File: src/rtl/if_fetch_stage.sv
// Instruction-fetch stage: owns the PC, fetches over a REQ/READY handshake and
// feeds the IF/ID register with the fetched word and its PC+4.
module if_fetch_stage #(
   parameter logic [31:0] RESET_PC = 32'h0000_0000,
   parameter logic [31:0] NOP_INS  = 32'h0000_0000
) (
   input  logic        CLK,
   input  logic        RST,
   input  logic        STALL,
   input  logic        BRANCH_TAKEN,
   input  logic [31:0] BRANCH_TARGET,
   output logic        IMEM_REQ,
   output logic [31:0] IMEM_ADR,
   input  logic [31:0] IMEM_RDATA,
   input  logic        IMEM_READY,
   output logic [31:0] NEXT_INS_ADR_OUT,
   output logic [31:0] CUR_INS_OUT,
   output logic        INS_VALID
);

   localparam int unsigned XLEN = 32;

   typedef enum logic [1:0] {
      ISSUE   = 2'd0,
      SKID    = 2'd1,
      DISCARD = 2'd2
   } state_t;

   state_t            state, state_d;
   logic [XLEN-1:0]   pc, pc_d;
   logic [XLEN-1:0]   redir, redir_d;
   logic [XLEN-1:0]   skid_pc4, skid_pc4_d;
   logic [XLEN-1:0]   skid_ins, skid_ins_d;
   logic [XLEN-1:0]   nxt_adr_d, cur_ins_d;
   logic              valid_d;
   logic [XLEN-1:0]   pc_inc;
   logic [XLEN-1:0]   target;

   // Request is suppressed while parked and while held in reset.
   assign IMEM_REQ = (state != SKID) && !RST;
   assign IMEM_ADR = pc;
   assign pc_inc   = pc + XLEN'(4);
   assign target   = {BRANCH_TARGET[XLEN-1:2], 2'b00};

   always_ff @(posedge CLK or posedge RST) begin
      if (RST) begin
         state            <= ISSUE;
         pc               <= RESET_PC;
         redir            <= RESET_PC;
         skid_pc4         <= '0;
         skid_ins         <= NOP_INS;
         NEXT_INS_ADR_OUT <= '0;
         CUR_INS_OUT      <= NOP_INS;
         INS_VALID        <= 1'b0;
      end else begin
         state            <= state_d;
         pc               <= pc_d;
         redir            <= redir_d;
         skid_pc4         <= skid_pc4_d;
         skid_ins         <= skid_ins_d;
         NEXT_INS_ADR_OUT <= nxt_adr_d;
         CUR_INS_OUT      <= cur_ins_d;
         INS_VALID        <= valid_d;
      end
   end

   always_comb begin
      state_d    = state;
      pc_d       = pc;
      redir_d    = redir;
      skid_pc4_d = skid_pc4;
      skid_ins_d = skid_ins;
      nxt_adr_d  = NEXT_INS_ADR_OUT;
      cur_ins_d  = CUR_INS_OUT;
      valid_d    = INS_VALID;

      if (BRANCH_TAKEN) begin
         // Redirect flushes the outputs; an outstanding request must finish at its old address.
         valid_d   = 1'b0;
         cur_ins_d = NOP_INS;
         unique case (state)
            ISSUE: begin
               if (IMEM_READY) begin
                  pc_d = target;
               end else begin
                  redir_d = target;
                  state_d = DISCARD;
               end
            end
            SKID: begin
               pc_d    = target;
               state_d = ISSUE;
            end
            DISCARD: begin
               redir_d = target;
               if (IMEM_READY) begin
                  pc_d    = target;
                  state_d = ISSUE;
               end
            end
            default: state_d = ISSUE;
         endcase
      end else begin
         if (!STALL) begin
            valid_d   = 1'b0;
            cur_ins_d = NOP_INS;
         end
         unique case (state)
            ISSUE: begin
               if (IMEM_READY) begin
                  pc_d = pc_inc;
                  if (STALL) begin
                     skid_pc4_d = pc_inc;
                     skid_ins_d = IMEM_RDATA;
                     state_d    = SKID;
                  end else begin
                     nxt_adr_d = pc_inc;
                     cur_ins_d = IMEM_RDATA;
                     valid_d   = 1'b1;
                  end
               end
            end
            SKID: begin
               if (!STALL) begin
                  nxt_adr_d = skid_pc4;
                  cur_ins_d = skid_ins;
                  valid_d   = 1'b1;
                  state_d   = ISSUE;
               end
            end
            DISCARD: begin
               if (IMEM_READY) begin
                  pc_d    = redir;
                  state_d = ISSUE;
               end
            end
            default: state_d = ISSUE;
         endcase
      end
   end

endmodule
File: config.mk
export PLATFORM = sky130hd
export DESIGN_NAME = if_fetch_stage
export DESIGN_NICKNAME = d
export VERILOG_FILES = /design/src/rtl/if_fetch_stage.sv
export SDC_FILE = /design/constraint.sdc
export NUM_CORES = 1
export LEC_CHECK = 0
export BUFFER_PORTS_ARGS = -buffer_cell sky130_fd_sc_hd__buf_2
export CORE_ASPECT_RATIO = 1.75
export CORE_MARGIN = 2
export CORE_UTILIZATION = 40
export DETAILED_ROUTE_END_ITERATION = 8
export SLEW_MARGIN = 20
export SYNTH_ARGS = -nofsm -noshare
export SYNTH_HDL_FRONTEND = slang
export SYNTH_SLANG_ARGS = --single-unit
File: constraint.sdc
create_clock -name CLK -period 9.4 [get_ports CLK]
set_input_delay 1.41 -clock CLK [delete_from_list [all_inputs] [get_ports CLK]]
set_output_delay 1.41 -clock CLK [all_outputs]
set_load 0.05 [all_outputs]
==> results.tsv, run 1 <==
stage	metric	value	unit
grt	grt-ovfl-total	0	
logic_synthesis	avgSynthCellArea	9.97	um^2
setup_path	biggest_fanout_along_the_worst_timing_path	61	
setup_path	setup.worst_path.start_class	input pin	
clocking	clock_tree_from_tritoncts	done	
logic_synthesis	yosys.area_share.xor_xnor	1.84	%
logic_synthesis	synth_top_area_share	51.6	%
cells_and_area	fill_count	2217	
cells_and_area	layout.cells.non_filler	1345	
setup_path	critical-path-top-cell-by-count	buf_4	
sta	unrepaired_setup_endpoints_after_global_routing	false	
logic_synthesis	top_cells_by_count_synth	dfrtp_1, nand2_1, o21ai_0	
setup_path	worst_ep_required	9.74	ns
cells_and_area	final-seq-area	4680	um^2
setup_path	critical-path-top-delay-family	simple AND/OR/NAND/NOR gates	
worst_hold_path	hold_end	skid_pc4[14]	
drt	drt_iter0_drc	420	
setup_path	arrival	4.00	ns
logic_synthesis	post_synth_instance_area	9060	um^2
cells_and_area	layout.nets	1106	
logic_synthesis	yosys.area_share.adder	0.138	%
logic_synthesis	synth_enable_flop_cells	0	
setup_path	worstSetupPathType	input pin to flop	
setup_path	worst_setup_path_end_kind	flop	
sta	maxClockFrequency	273	MHz
worst_hold_path	worstHoldPathCells	2	
run_status	outcome	finished clean	
place	place_inst	1313	
grt	global_route.usage.met3	5.34	%
setup_path	timing.rr.start	state[0]	
grt	met1_usage	25.1	%
grt	grt_pass1_wl	40200	um
logic_synthesis	leading_area_contributor_after_synthesis	dfrtp_1	
logic_synthesis	synthMostInstantiatedCell	dfrtp_1	
sta	fin_ws	5.74	ns
clocking	total_clock_sinks	187	
clocking	clock_path_buffers	2	
setup_path	rr_endpoint	skid_pc4[11]	
power	internal_power	1550	uW
sta	worst-slew-pin-transition	1.03	ns
floorplan	floorplan.rows	72	
floorplan	die_w	118	um
grt	grtUsageTotal	21.4	%
clocking	clock_tree.htree_level_count	4	
place	dp_slack	5.24	ns
power	switching_power_share_of_the_total	37.3	%
floorplan	core_box_area	22200	um^2
logic_synthesis	synth-compound-area-share	17.2	%
power	leakagePower	0.00476	uW
sta	setup_tns	0	ns
floorplan	design.die.area	23900	um^2
logic_synthesis	synth_warnings	0	
clocking	root_cell_of_the_clock_tree	clkbuf_16	
sta	final.setup_skew	0.0106	ns
clocking	post-cts-setup-buffers	0	
power	total_switching_power	923	uW
cells_and_area	drive_gt1_share	28.1	%
setup_path	worst-path-buf-inv	3	
sta	finalCriticalPeriod	3.66	ns
sta	setup_violations	0	
logic_synthesis	post_synth_mux_area_share	8.64	%
clocking	clk_latency	0.45	ns
power	total_power	2470	uW
place	place.gp.congestion	0.931	
setup_path	slowest_stage	nor3_2	
logic_synthesis	synth.ff_latch_count	187	
drt	viasPerCell	5.42	
clocking	cts-hold-fix-buffers	0	
setup_path	minimum_setup_slack_among_reg_to_reg_paths	6.57	ns
power	p_per_area	233	nW/um^2
floorplan	floorplan.initialDensity	40.9	%
sta	report.final.slew_viol_count	0	
worst_hold_path	holdCritStartpoint	skid_pc4[14]	
logic_synthesis	fraction_of_the_mapped_netlist_area_in_simple_logic_gates	15.7	%
setup_path	path_cells	buf_2 > buf_4 > nor3_2 > nand3_4 > buf_4 > mux2_2	
sta	hold_violation_count_in_the_final_report	0	
sta	final_min_period_over_clock_period	39.0	%
drt	drc	0	
drt	via_count	7291	
drt	post_drt_wl_per_cell	18.5	um
place	dpl.hpwl	17000	um
floorplan	boundary_pins	167	
grt	grt_max_degree	120	
cells_and_area	multi_input_comb_area	4010	um^2
logic_synthesis	dominant_combinational_cell_family_by_area_after_synthesis	compound AO/OA/AOI/OAI gates	
worst_hold_path	hp-class	flop to flop	
logic_synthesis	yosysSeqAreaShare	51.6	%
logic_synthesis	synthArstFlopShare	100	%
power	ir_worst_vdd	0.000158	V
place	portBuffers	160	
drt	route.final.wire_length	24800	um
logic_synthesis	synth.area.top_cells	dfrtp_1, mux2_2, nand2_1	
drt	drt_first_pass_iters	4	
grt	grt.met2_usage	37.6	%
clocking	clk_transition_reported_paths	0.07	ns
grt	antenna_found_initial	6	
clocking	total_cts_buffers	17	
power	power.share.clock	28.4	%
power	combPwrFrac	27.7	%
setup_path	reg2regPathDepth	4	
power	seq_power_share	43.9	%
clocking	post_cts_resized	0	
grt	top_usage_layer	met2	
floorplan	floorplan.die.height	203	um
logic_synthesis	synth.lib_cells_used.distinct	63	
cells_and_area	area_delta_synth_final	17.1	%
logic_synthesis	syn_inst	909	
setup_path	worst_path_largest_cell_delay	0.77	ns
grt	number_of_global_route_vias_before_repair	7234	
drt	drt.antenna.violating_nets	0	
logic_synthesis	ys.flop_type	dfrtp_1	
sta	maxSlewHeadroom	30.9	%
run	drv_cap	0	
==> power groups by stage <==
stage / sequential, uW / combinational, uW / clock (uW)
after floorplan: 1320 / 288 / 0
after global placement: 1090 / 681 / 0
after detailed placement: 1100 / 691 / 0
after CTS: 1090 / 692 / 723
after global routing: 1110 / 742 / 753
final: 1090 / 685 / 702
==> area by class of cell <==
| class | count | area share (%) |
|---|---|---|
| flip-flops and latches | 187 | 44.1 |
| clock inverters | 13 | 1.13 |
| multi-input cells | 636 | 37.8 |
| clock buffers | 18 | 4.14 |
| inverters | 18 | 0.707 |
| repair buffers | 176 | 8.67 |
| well taps | 296 | 3.49 |
| diodes | 1 | 0.0236 |
==> stage by stage <==
stage	cell area (um^2)	hold slack, ns	utilization, %
6_report	10600	0.475	47.9
5_1_grt	10600	0.491	47.9
4_1_cts	10600	0.479	47.9
3_5_place_dp	10100	0.463	45.4
3_3_place_gp	10100	0.453	45.4
2_1_floorplan	9080	0.442	-
==> flip-flops by register name (all words and copies together) (netlist names) <==
name,count
CUR_INS_OUT,32
skid_ins,32
IMEM_ADR,30
NEXT_INS_ADR_OUT,30
redir,30
skid_pc4,30
state,2
INS_VALID,1
==> kinds of logic (layout without fill, tap and decap cells) <==
| logic type | count (synthesis) | count (layout) |
|---|---|---|
| other cells | 1 | 5 |
| compound gates | 247 | 247 |
| simple gates | 295 | 295 |
| buf+inv | 89 | 225 |
| mux | 70 | 70 |
| flops | 187 | 187 |
| xor+xnor | 19 | 19 |
| fa+ha+maj | 1 | 1 |
==> how the worst max path moves through the flow <==
stage                             from        endpoint  slack (ns)  cells after the start
after floorplan                    RST  CUR_INS_OUT[0]        2.90                      1
after global placement    BRANCH_TAKEN    skid_pc4[11]        5.21                      6
after detailed placement  BRANCH_TAKEN    skid_pc4[20]        5.24                      7
after CTS                 BRANCH_TAKEN    skid_pc4[20]        5.72                      7
after global routing      BRANCH_TAKEN    skid_pc4[25]        5.50                      7
final                     BRANCH_TAKEN    skid_pc4[11]        5.74                      6
==> per-layer routing <==
metal,routed length (um),vias up
met5,64,-
met4,650,10
met3,1220,47
met2,12900,192
met1,9950,3513
li1,-,3529
==> placed cells by master (no fill, tap or decap), drive strengths merged, types with 8 or more instances in the layout <==
| master | Yosys | routed |
|---|---|---|
| nand2 | 103 | 103 |
| a31oi | 8 | 8 |
| o22ai | 13 | 13 |
| clkbuf | 55 | 18 |
| inv | 18 | 21 |
| nor2b | 8 | 8 |
| a221oi | 17 | 17 |
| mux2 | 66 | 66 |
| xor2 | 11 | 11 |
| nor3 | 25 | 25 |
| xnor2 | 8 | 8 |
| and3 | 19 | 19 |
| dfrtp | 187 | 187 |
| a21oi | 55 | 55 |
| nor4 | 8 | 8 |
| or3 | 16 | 16 |
| nand4 | 9 | 9 |
| a22oi | 20 | 20 |
| nor2 | 70 | 70 |
| o21ai | 80 | 80 |
| buf | 16 | 176 |
| nand3 | 20 | 20 |
==> worst min-delay path: cells and delay by family (launching register included) <==
family	cells	cell delay, ns
flip-flops	1	0.34
AO/OA/AOI/OAI	1	0.06
AND/OR/NAND/NOR	1	0.04
(Power assumes the default switching activity.)
==> inputs of run 2 (changes only) <==
clock period = 3.8 ns   (was 9.4 ns; I/O delays follow)
==> results.tsv, run 2 (synthesized netlist as in run 1, its figures left out) <==
stage	metric	value	unit
setup_path	arrival	2.90	ns
setup_path	slowest_stage	dfrtp_1	
floorplan	design.die.area	23900	um^2
sta	setup_violations	0	
grt	grt_max_degree	69	
drt	viasPerCell	5.39	
drt	drt_iter0_drc	321	
clocking	clk_transition_reported_paths	0.07	ns
cells_and_area	layout.nets	1116	
cells_and_area	most_used_cells_in_the_layout_excluding_fill_and_tap_cells	dfrtp_1, buf_2, nand2_1, o21ai_0, nor2_1	
clocking	total_cts_buffers	17	
sta	report.final.slew_viol_count	0	
drt	post_drt_wl_per_cell	18.3	um
setup_path	setup.worst_path.start_class	flop	
cells_and_area	area_delta_synth_final	18.5	%
setup_path	critical-path-top-cell-by-count	buf_4	
clocking	total_clock_sinks	187	
cells_and_area	fill_count	2232	
power	leakagePower	0.00482	uW
sta	unrepaired_setup_endpoints_after_global_routing	false	
sta	maxClockFrequency	391	MHz
clocking	clock_path_buffers	2	
setup_path	biggest_fanout_along_the_worst_timing_path	56	
place	place_inst	1323	
clocking	cts-hold-fix-buffers	0	
drt	drt.antenna.violating_nets	0	
place	dpl.hpwl	17800	um
place	portBuffers	160	
sta	worst-slew-pin-transition	1.08	ns
setup_path	worst_path_largest_cell_delay	0.60	ns
grt	grtUsageTotal	21.4	%
sta	hold_violation_count_in_the_final_report	0	
cells_and_area	drive_gt1_share	28.8	%
worst_hold_path	hp-class	input pin to async pin	
grt	number_of_global_route_vias_before_repair	7353	
setup_path	worst-path-buf-inv	2	
cells_and_area	layout.cells.non_filler	1357	
clocking	clock_tree.htree_level_count	4	
floorplan	floorplan.rows	72	
floorplan	core_box_area	22200	um^2
setup_path	worst_ep_required	4.14	ns
clocking	root_cell_of_the_clock_tree	clkbuf_16	
clocking	post-cts-setup-buffers	0	
sta	hold_slack	0.289	ns
sta	maxSlewHeadroom	28.0	%
setup_path	path_cells	nand2b_1 > buf_4 > nand3_4 > buf_4 > mux2_2	
place	place.gp.congestion	0.927	
setup_path	worst_setup_path_end_kind	flop	
drt	drc	0	
clocking	clk_latency	0.46	ns
run_status	outcome	finished clean	
power	ir_worst_vdd	0.000359	V
drt	via_count	7318	
setup_path	worstSetupPathType	flop to flop	
setup_path	critical-path-top-delay-family	buffers and inverters	
drt	route.final.wire_length	24900	um
clocking	post_cts_resized	0	
run	drv_cap	0	
cells_and_area	layout_top_registers	CUR_INS_OUT x32, skid_ins x32	
sta	finalCriticalPeriod	2.56	ns
grt	antenna_found_initial	6	
floorplan	floorplan.die.height	203	um
clocking	clock_tree_from_tritoncts	done	
floorplan	die_w	118	um
drt	drt_first_pass_iters	4	
grt	grt-ovfl-total	0	
sta	final_min_period_over_clock_period	67.3	%
sta	final.setup_skew	0.0103	ns
floorplan	floorplan.initialDensity	40.9	%
cells_and_area	most_common_cell_after_layout_fill_and_taps_aside	dfrtp_1	
floorplan	boundary_pins	167	
sta	setup_tns	0	ns
grt	grt_pass1_wl	40200	um
power	p_per_area	576	nW/um^2
[run 2: area by class of cell]
| class | instances | area (um^2) | share of cell area (%) |
|---|---|---|---|
| flip-flops and latches | 187 | 4680 | 43.6 |
| multi-input cells | 636 | 4020 | 37.4 |
| repair buffers | 186 | 1020 | 9.50 |
| clock buffers | 18 | 439 | 4.09 |
| well taps | 296 | 370 | 3.45 |
| clock inverters | 14 | 138 | 1.28 |
| inverters | 18 | 71.3 | 0.664 |
| diodes | 2 | 5.00 | 0.0466 |
[run 2: per-layer routing]
metal	vias to the layer above	share of wire [%]	wire length, um	track usage, %
met4	6	2.6	658	8.39
met3	36	5.6	1390	6.01
met2	184	51	12700	37.2
met5	-	0.15	38	0
met1	3541	40	10100	25.1
li1	3551	-	-	-
[run 2: path summary, 6_finish.rpt]
check	slack (ns)	start	depth (start not counted)	endpoint
worst max-delay path	1.24	state[0]	5	skid_pc4[3]
worst min-delay path	0.29	RST	2	NEXT_INS_ADR_OUT[5]
worst max register to register	1.24	state[0]	5	skid_pc4[3]
worst min register to register	0.47	NEXT_INS_ADR_OUT[10]	1	NEXT_INS_ADR_OUT[10]
max in group asynchronous	2.66	RST	3	skid_pc4[28]
min in group CLK	0.36	BRANCH_TARGET[9]	2	redir[9]
[run 2: power by group]
part / total, uW / switching, uW / internal, uW
Clock: 1780 / 849 / 934
Combinational: 1710 / 1180 / 529
Sequential: 2690 / 296 / 2400
[run 2: stage by stage]
step	total power [uW]	instance area [um^2]	utilization (%)	worst slack, ns
floorplan	3970	9080	-	0.824
global placement	4410	10200	45.8	1.26
global route	6500	10700	48.5	1.02
finish	6180	10700	48.5	1.24
detailed placement	4450	10200	45.8	1.27
CTS	6240	10700	48.4	1.25
